**src/rtl/mem_seg_pkg.sv**
```systemverilog
// mem_seg_pkg
//   Shared definitions for the MEM pipeline stage: memory opcodes, FSM state
//   type, access-size type and opcode decode helpers.
package mem_seg_pkg;

  localparam logic [5:0] OP_LB  = 6'h20;
  localparam logic [5:0] OP_LH  = 6'h21;
  localparam logic [5:0] OP_LW  = 6'h23;
  localparam logic [5:0] OP_LBU = 6'h24;
  localparam logic [5:0] OP_LHU = 6'h25;
  localparam logic [5:0] OP_SB  = 6'h28;
  localparam logic [5:0] OP_SH  = 6'h29;
  localparam logic [5:0] OP_SW  = 6'h2B;

  typedef enum logic [0:0] {
    IDLE = 1'b0,
    BUSY = 1'b1
  } state_t;

  typedef enum logic [1:0] {
    BYTE = 2'd0,
    HALF = 2'd1,
    WORD = 2'd2
  } acc_size_t;

  function automatic logic is_load(input logic [5:0] op);
    return (op == OP_LB) || (op == OP_LH) || (op == OP_LW) ||
           (op == OP_LBU) || (op == OP_LHU);
  endfunction

  function automatic logic is_store(input logic [5:0] op);
    return (op == OP_SB) || (op == OP_SH) || (op == OP_SW);
  endfunction

  // Only meaningful for memory opcodes; anything else reports WORD.
  function automatic acc_size_t acc_size(input logic [5:0] op);
    acc_size_t s;
    case (op)
      OP_LB, OP_LBU, OP_SB: s = BYTE;
      OP_LH, OP_LHU, OP_SH: s = HALF;
      default:              s = WORD;
    endcase
    return s;
  endfunction

  function automatic logic is_signed_load(input logic [5:0] op);
    return (op == OP_LB) || (op == OP_LH);
  endfunction

endpackage

```
**src/rtl/mem_lane_align.sv**
```systemverilog
// mem_lane_align
//   Combinational lane steering for byte/halfword/word accesses.
//   Ports:
//     size_i     access size
//     sign_i     1 = sign-extend load data
//     addr_i     address bits [1:0]
//     b_i        store data (rt value)
//     rdata_i    raw memory read word
//     be_o       little-endian byte enables
//     wdata_o    store data replicated across lanes
//     ldata_o    selected and extended load data
//     misalign_o access not naturally aligned for its size
module mem_lane_align
  import mem_seg_pkg::*;
(
  input  acc_size_t   size_i,
  input  logic        sign_i,
  input  logic [1:0]  addr_i,
  input  logic [31:0] b_i,
  input  logic [31:0] rdata_i,
  output logic [3:0]  be_o,
  output logic [31:0] wdata_o,
  output logic [31:0] ldata_o,
  output logic        misalign_o
);

  logic [7:0]  byte_sel;
  logic [15:0] half_sel;

  always_comb begin
    case (addr_i)
      2'd0:    byte_sel = rdata_i[7:0];
      2'd1:    byte_sel = rdata_i[15:8];
      2'd2:    byte_sel = rdata_i[23:16];
      default: byte_sel = rdata_i[31:24];
    endcase
    half_sel = addr_i[1] ? rdata_i[31:16] : rdata_i[15:0];
  end

  always_comb begin
    be_o       = 4'b1111;
    wdata_o    = b_i;
    ldata_o    = rdata_i;
    misalign_o = 1'b0;
    case (size_i)
      BYTE: begin
        be_o    = 4'b0001 << addr_i;
        wdata_o = {4{b_i[7:0]}};
        ldata_o = {{24{sign_i & byte_sel[7]}}, byte_sel};
      end
      HALF: begin
        be_o       = addr_i[1] ? 4'b1100 : 4'b0011;
        wdata_o    = {2{b_i[15:0]}};
        ldata_o    = {{16{sign_i & half_sel[15]}}, half_sel};
        misalign_o = addr_i[0];
      end
      default: begin
        misalign_o = |addr_i;
      end
    endcase
  end

endmodule

```
**src/rtl/mem_seg_hs.sv**
```systemverilog
// mem_seg_hs
//   Handshaked MEM stage between EX/MEM and MEM/WB. Issues loads/stores to a
//   variable-latency data memory, flags misaligned accesses, aborts on bus
//   timeout and stalls upstream (in_ready low) while an access is pending.
//
//   state | meaning
//   ------+------------------------------------------------------------
//   IDLE  | ready to accept; non-memory/misaligned ops complete directly
//   BUSY  | dm_req held, waiting for dm_ack or the timeout
//
//   Ports:
//     clk, rst                    clock, async active-low reset
//     in_valid / in_ready         upstream handshake
//     B_i, ALUo_In_i, IR_i        EX/MEM operands
//     out_valid, ALUo_Out, LMD,
//     IR_Out, exc_align, exc_bus  MEM/WB results (held between completions)
//     dm_*                        data-memory port
module mem_seg_hs
  import mem_seg_pkg::*;
#(
  parameter int ADDR_W  = 32,
  parameter int TIMEOUT = 16
) (
  input  logic              clk,
  input  logic              rst,
  input  logic              in_valid,
  output logic              in_ready,
  input  logic [31:0]       B_i,
  input  logic [31:0]       ALUo_In_i,
  input  logic [31:0]       IR_i,
  output logic              out_valid,
  output logic [31:0]       ALUo_Out,
  output logic [31:0]       LMD,
  output logic [31:0]       IR_Out,
  output logic              exc_align,
  output logic              exc_bus,
  output logic              dm_req,
  output logic              dm_we,
  output logic [3:0]        dm_be,
  output logic [ADDR_W-1:0] dm_addr,
  output logic [31:0]       dm_wdata,
  input  logic [31:0]       dm_rdata,
  input  logic              dm_ack
);

  localparam int CNT_W = (TIMEOUT > 0) ? $clog2(TIMEOUT + 1) : 1;
  // The abort fires on the edge where the counter would step onto TIMEOUT,
  // so dm_req is high for exactly TIMEOUT cycles.
  localparam logic [CNT_W-1:0] CNT_LAST = CNT_W'((TIMEOUT > 0) ? TIMEOUT - 1 : 0);

  state_t             state_q, state_d;
  logic [CNT_W-1:0]   cnt_q, cnt_d;
  logic [31:0]        ir_q, ir_d;
  logic [31:0]        alu_q, alu_d;
  logic [31:0]        b_q, b_d;
  logic               out_valid_q, out_valid_d;
  logic               exc_align_q, exc_align_d;
  logic               exc_bus_q, exc_bus_d;
  logic [31:0]        lmd_q, lmd_d;
  logic [31:0]        alu_out_q, alu_out_d;
  logic [31:0]        ir_out_q, ir_out_d;

  logic               busy;
  logic [5:0]         lane_op;
  logic [1:0]         lane_addr;
  logic [3:0]         lane_be;
  logic [31:0]        lane_wdata;
  logic [31:0]        lane_ldata;
  logic               lane_mis;
  logic               mem_in;
  logic               timeout_hit;

  assign busy = (state_q == BUSY);

  // One lane aligner serves both phases: in IDLE it looks at the incoming
  // instruction (only the misalign flag matters), in BUSY at the latched one.
  assign lane_op   = busy ? ir_q[31:26] : IR_i[31:26];
  assign lane_addr = busy ? alu_q[1:0]  : ALUo_In_i[1:0];

  mem_lane_align u_lane (
    .size_i     (acc_size(lane_op)),
    .sign_i     (is_signed_load(lane_op)),
    .addr_i     (lane_addr),
    .b_i        (b_q),
    .rdata_i    (dm_rdata),
    .be_o       (lane_be),
    .wdata_o    (lane_wdata),
    .ldata_o    (lane_ldata),
    .misalign_o (lane_mis)
  );

  assign mem_in      = is_load(IR_i[31:26]) | is_store(IR_i[31:26]);
  assign timeout_hit = (TIMEOUT != 0) && (cnt_q == CNT_LAST);

  always_comb begin
    state_d     = state_q;
    cnt_d       = cnt_q;
    ir_d        = ir_q;
    alu_d       = alu_q;
    b_d         = b_q;
    out_valid_d = 1'b0;
    exc_align_d = 1'b0;
    exc_bus_d   = 1'b0;
    lmd_d       = lmd_q;
    alu_out_d   = alu_out_q;
    ir_out_d    = ir_out_q;

    case (state_q)
      IDLE: begin
        if (in_valid) begin
          ir_d  = IR_i;
          alu_d = ALUo_In_i;
          b_d   = B_i;
          if (mem_in && !lane_mis) begin
            state_d = BUSY;
            cnt_d   = '0;
          end else begin
            out_valid_d = 1'b1;
            exc_align_d = mem_in;
            lmd_d       = '0;
            alu_out_d   = ALUo_In_i;
            ir_out_d    = IR_i;
          end
        end
      end
      BUSY: begin
        if (dm_ack) begin
          state_d     = IDLE;
          out_valid_d = 1'b1;
          lmd_d       = is_load(ir_q[31:26]) ? lane_ldata : '0;
          alu_out_d   = alu_q;
          ir_out_d    = ir_q;
        end else if (timeout_hit) begin
          state_d     = IDLE;
          out_valid_d = 1'b1;
          exc_bus_d   = 1'b1;
          lmd_d       = '0;
          alu_out_d   = alu_q;
          ir_out_d    = ir_q;
        end else begin
          cnt_d = cnt_q + CNT_W'(1);
        end
      end
      default: state_d = IDLE;
    endcase
  end

  always_ff @(posedge clk or negedge rst) begin
    if (!rst) begin
      state_q     <= IDLE;
      cnt_q       <= '0;
      ir_q        <= '0;
      alu_q       <= '0;
      b_q         <= '0;
      out_valid_q <= 1'b0;
      exc_align_q <= 1'b0;
      exc_bus_q   <= 1'b0;
      lmd_q       <= '0;
      alu_out_q   <= '0;
      ir_out_q    <= '0;
    end else begin
      state_q     <= state_d;
      cnt_q       <= cnt_d;
      ir_q        <= ir_d;
      alu_q       <= alu_d;
      b_q         <= b_d;
      out_valid_q <= out_valid_d;
      exc_align_q <= exc_align_d;
      exc_bus_q   <= exc_bus_d;
      lmd_q       <= lmd_d;
      alu_out_q   <= alu_out_d;
      ir_out_q    <= ir_out_d;
    end
  end

  assign in_ready  = ~busy;
  assign out_valid = out_valid_q;
  assign exc_align = exc_align_q;
  assign exc_bus   = exc_bus_q;
  assign LMD       = lmd_q;
  assign ALUo_Out  = alu_out_q;
  assign IR_Out    = ir_out_q;

  // Memory-side outputs are quiet unless a request is outstanding; while it
  // is, they derive only from latched state and therefore stay stable.
  assign dm_req   = busy;
  assign dm_we    = busy & is_store(ir_q[31:26]);
  assign dm_be    = busy ? lane_be : 4'b0000;
  assign dm_addr  = busy ? {alu_q[ADDR_W-1:2], 2'b00} : '0;
  assign dm_wdata = busy ? lane_wdata : 32'h0;

endmodule
```
**config.mk**
```make
export PLATFORM = sky130hd
export DESIGN_NAME = mem_seg_hs
export DESIGN_NICKNAME = d
export VERILOG_FILES = /design/src/rtl/mem_seg_pkg.sv /design/src/rtl/mem_lane_align.sv /design/src/rtl/mem_seg_hs.sv
export SDC_FILE = /design/constraint.sdc
export NUM_CORES = 1
export LEC_CHECK = 0
export BUFFER_PORTS_ARGS = -buffer_cell sky130_fd_sc_hd__clkbuf_2
export CAP_MARGIN = 20
export CORE_MARGIN = 2
export CORE_UTILIZATION = 27
export DETAILED_ROUTE_END_ITERATION = 8
export PLACE_DENSITY = 0.51
export SYNTH_ARGS = -nofsm -noshare
export SYNTH_HDL_FRONTEND = slang
export SYNTH_HIERARCHICAL = 1
export SYNTH_SLANG_ARGS = --single-unit
```
**constraint.sdc**
```tcl
create_clock -name clk -period 7.4 [get_ports clk]
set_input_delay 0.37 -clock clk [delete_from_list [all_inputs] [get_ports clk]]
set_output_delay 0.37 -clock clk [all_outputs]
set_load 0.02 [all_outputs]
```
==> impl_metrics.toml <==
[timing]
setup_violations = 0
drv_slew = 0
tns_ps = 0
grt_setup_unrepaired = "no"
period_share_pct = 67.5
worst_pin_slew_ps = 1030
finalCriticalPeriod_ps = 5000
fmax_mhz = 200
fin_worst_skew_ps = 18.9
hold_viol_final = 0
maxSlewHeadroom_pct = 31.6

[floorplan]
coreArea_mm2 = 0.0374
io_pins = 302
die_w_um = 198
rows = 71
start_util_pct = 27.2
die-area_mm2 = 0.0393
die_h_um = 198

[setup_path]
worstSetupStartpointType = "flop"
worstPathArrival_ps = 5420
cpMostUsedCell = "buf_4"
cp_max_fo = 70
path_cells = "nand3b_1, o32a_1, a311o_2, nor2_2, buf_4, a21oi_1, nor2_1, or3_1, o221ai_4, inv_4, buf_4, mux2_4"
cp_slowest_cell = "dfrtp_4"
worst-path-buf-inv = 3
crit_type = "reg2reg"
required_ps = 7820
cp-end-kind = "flop"
crit_family = "buffers and inverters"
max_stage_delay_ps = 900

[global_routing]
antenna_found_initial = 3
grt_pass1_vias = 8305
track_usage_pct = 16.5
grt_max_degree = 76
grt_pass1_wl_um = 50000
gr-total-overflow = 0

[cells_and_area]
nets = 1406
fin_cells = 1800
n_fill_cell = 3897
final_area_mm2 = 0.0130
layout-drive-gt1-share_pct = 35.7
area_growth_pct = 27.5

[drt]
drc = 0
drt_iter0_markers = 405
finalWirelength_um = 33000
num_vias = 8188
ant_nets = 0
avgViaCountPerCell = 4.55
wire_per_inst_um = 18.4
drt-pass1-iter-count = 5

[yosys]
async_flop_share_pct = 100
synthTopCellsByCount = "nand2_1 (304), dfrtp_1 (201), and2_1 (66), mux2_4 (49), clkbuf_1 (45)"
netlist.area_leader.share_pct = 49.4
synth_area_mm2 = 0.0102
synth.most_common_cell = "nand2_1"
syn_inst = 1004
ys.flop_type = "dfrtp_1"
ys_ff_latch = 201
synth-edff-count = 0
ys_top_cells_by_area = "dfrtp_1 (49%), nand2_1 (11%), mux2_4 (7.2%), mux2_2 (4.9%), and2_1 (4.1%)"
yosys_warnings = 6
synth_cell_types = 50
syn_area_per_cell_um2 = 10.1
netlist.top_cell.by_area = "dfrtp_1"
yosysSeqAreaShare_pct = 49.4

[cts]
clock_latency_ps = 540
clk_pin_slew_worst_paths_ps = 60
numCtsBuffers = 26
cts_root_buf = "clkbuf_16"
cts_tree = "built"
cts_max_level = 1
clockBufferDepth = 3
cts_setup_buffers = 0
cts_sinks = 201

[placement]
placedCellCount = 1745
portBuffers = 299
place_area_mm2 = 0.0120
gp_congestion = 0.845
dp_hpwl_um = 22600

[pwr]
peakVddDrop_mv = 0.149
leakage_nw = 6.85
p_per_area_mw_per_mm2 = 244

[status]
outcome = "finished clean"

[run]
cap_violations = 0

[worst_hold_path]
hold_class = "in2reg"
power by group:
part           internal, mW  switching [mW]  leakage (nW)
Sequential             1.23          0.0949          2.49
Combinational         0.247           0.326          3.95
Clock                 0.766           0.505         0.411
Total                  2.24           0.926          6.85
worst register-to-register path, delay by kind of cell (launching register included):
family,cells,cell delay [ps]
AND/OR/NAND/NOR,4,740
buffers and inverters,3,1670
AO/OA/AOI/OAI,4,1190
multiplexers,1,390
flip-flops,1,900
flip-flops by register name (all words and copies together), names as in the netlist, 5 cells and up:
name	count
alu_q	32
ALUo_Out	32
IR_Out	32
cnt_q	5
LMD	32
ir_q	32
b_q	32
stage by stage:
stage / util, % / power [mW] / worst slack (ps) / hold slack [ps]
6_report: 34.7 / 3.17 / 2400 / 29.3
5_1_grt: 34.7 / 3.33 / 1970 / 22.8
4_1_cts: 34.6 / 3.22 / 2240 / 2.45
3_5_place_dp: 32.2 / 1.92 / 2260 / 330
3_3_place_gp: 32.1 / 1.91 / 2300 / 335
2_1_floorplan: - / 1.70 / 3860 / 74.4
repair_timing:
item                                   CTS  global route
endpoints found under the hold margin   65             0
hold buffers                             9             0
gates resized for setup                  0             0
cells in the final DEF, fill, tap and decap left out, drive strengths merged, types with 16 or more instances in the layout:
master	n
a21o	30
a21oi	36
a22o	32
and2	66
clkbuf	332
dfrtp	201
mux2	112
nand2	305
nor2b	16
o21ai	21
final cells by class:
type | instances | area (um^2) | share of cell area, %
timing repair buffer | 320 | 1710 | 13.2
clock inverter | 10 | 139 | 1.07
tap | 511 | 639 | 4.92
inverter | 8 | 32.5 | 0.251
multi-input combinational | 715 | 4730 | 36.4
antenna | 1 | 2.50 | 0.0193
sequential | 201 | 5030 | 38.8
clock buffer | 34 | 701 | 5.40
path summary, 6_finish.rpt:
check	start	end	slack [ps]	cells after the start
hold / removal	IR_i[24]	ir_q[24]	30	3
max in group asynchronous	rst	b_q[16]	5740	3
min in group asynchronous	rst	LMD[18]	350	2
setup / recovery	dm_req	ALUo_Out[5]	2400	12
setup reg to reg	dm_req	ALUo_Out[5]	2400	12
hold reg to reg	alu_q[13]	alu_q[13]	470	2
layer usage:
metal  vias up  track usage (%)  share of wire [%]
met1      3977             21.9                 44
met2       268             26.1                 45
li1       3886                -                  -
met4         4             4.37                2.7
met5         -                0              0.091
met3        53             5.11                8.9
cells by family (layout without fill, tap and decap cells):
family,after synthesis,after routing,share of synthesized area [%]
other,1,3,0.0368
flip-flops,201,201,49.4
buffers and inverters,89,372,4.53
adder cells (fa/ha/maj),2,2,0.246
XOR/XNOR,2,2,0.172
AO/OA/AOI/OAI,139,139,9.59
multiplexers,131,131,16.6
AND/OR/NAND/NOR,439,439,19.5
Power figures use the tool's default switching activity.
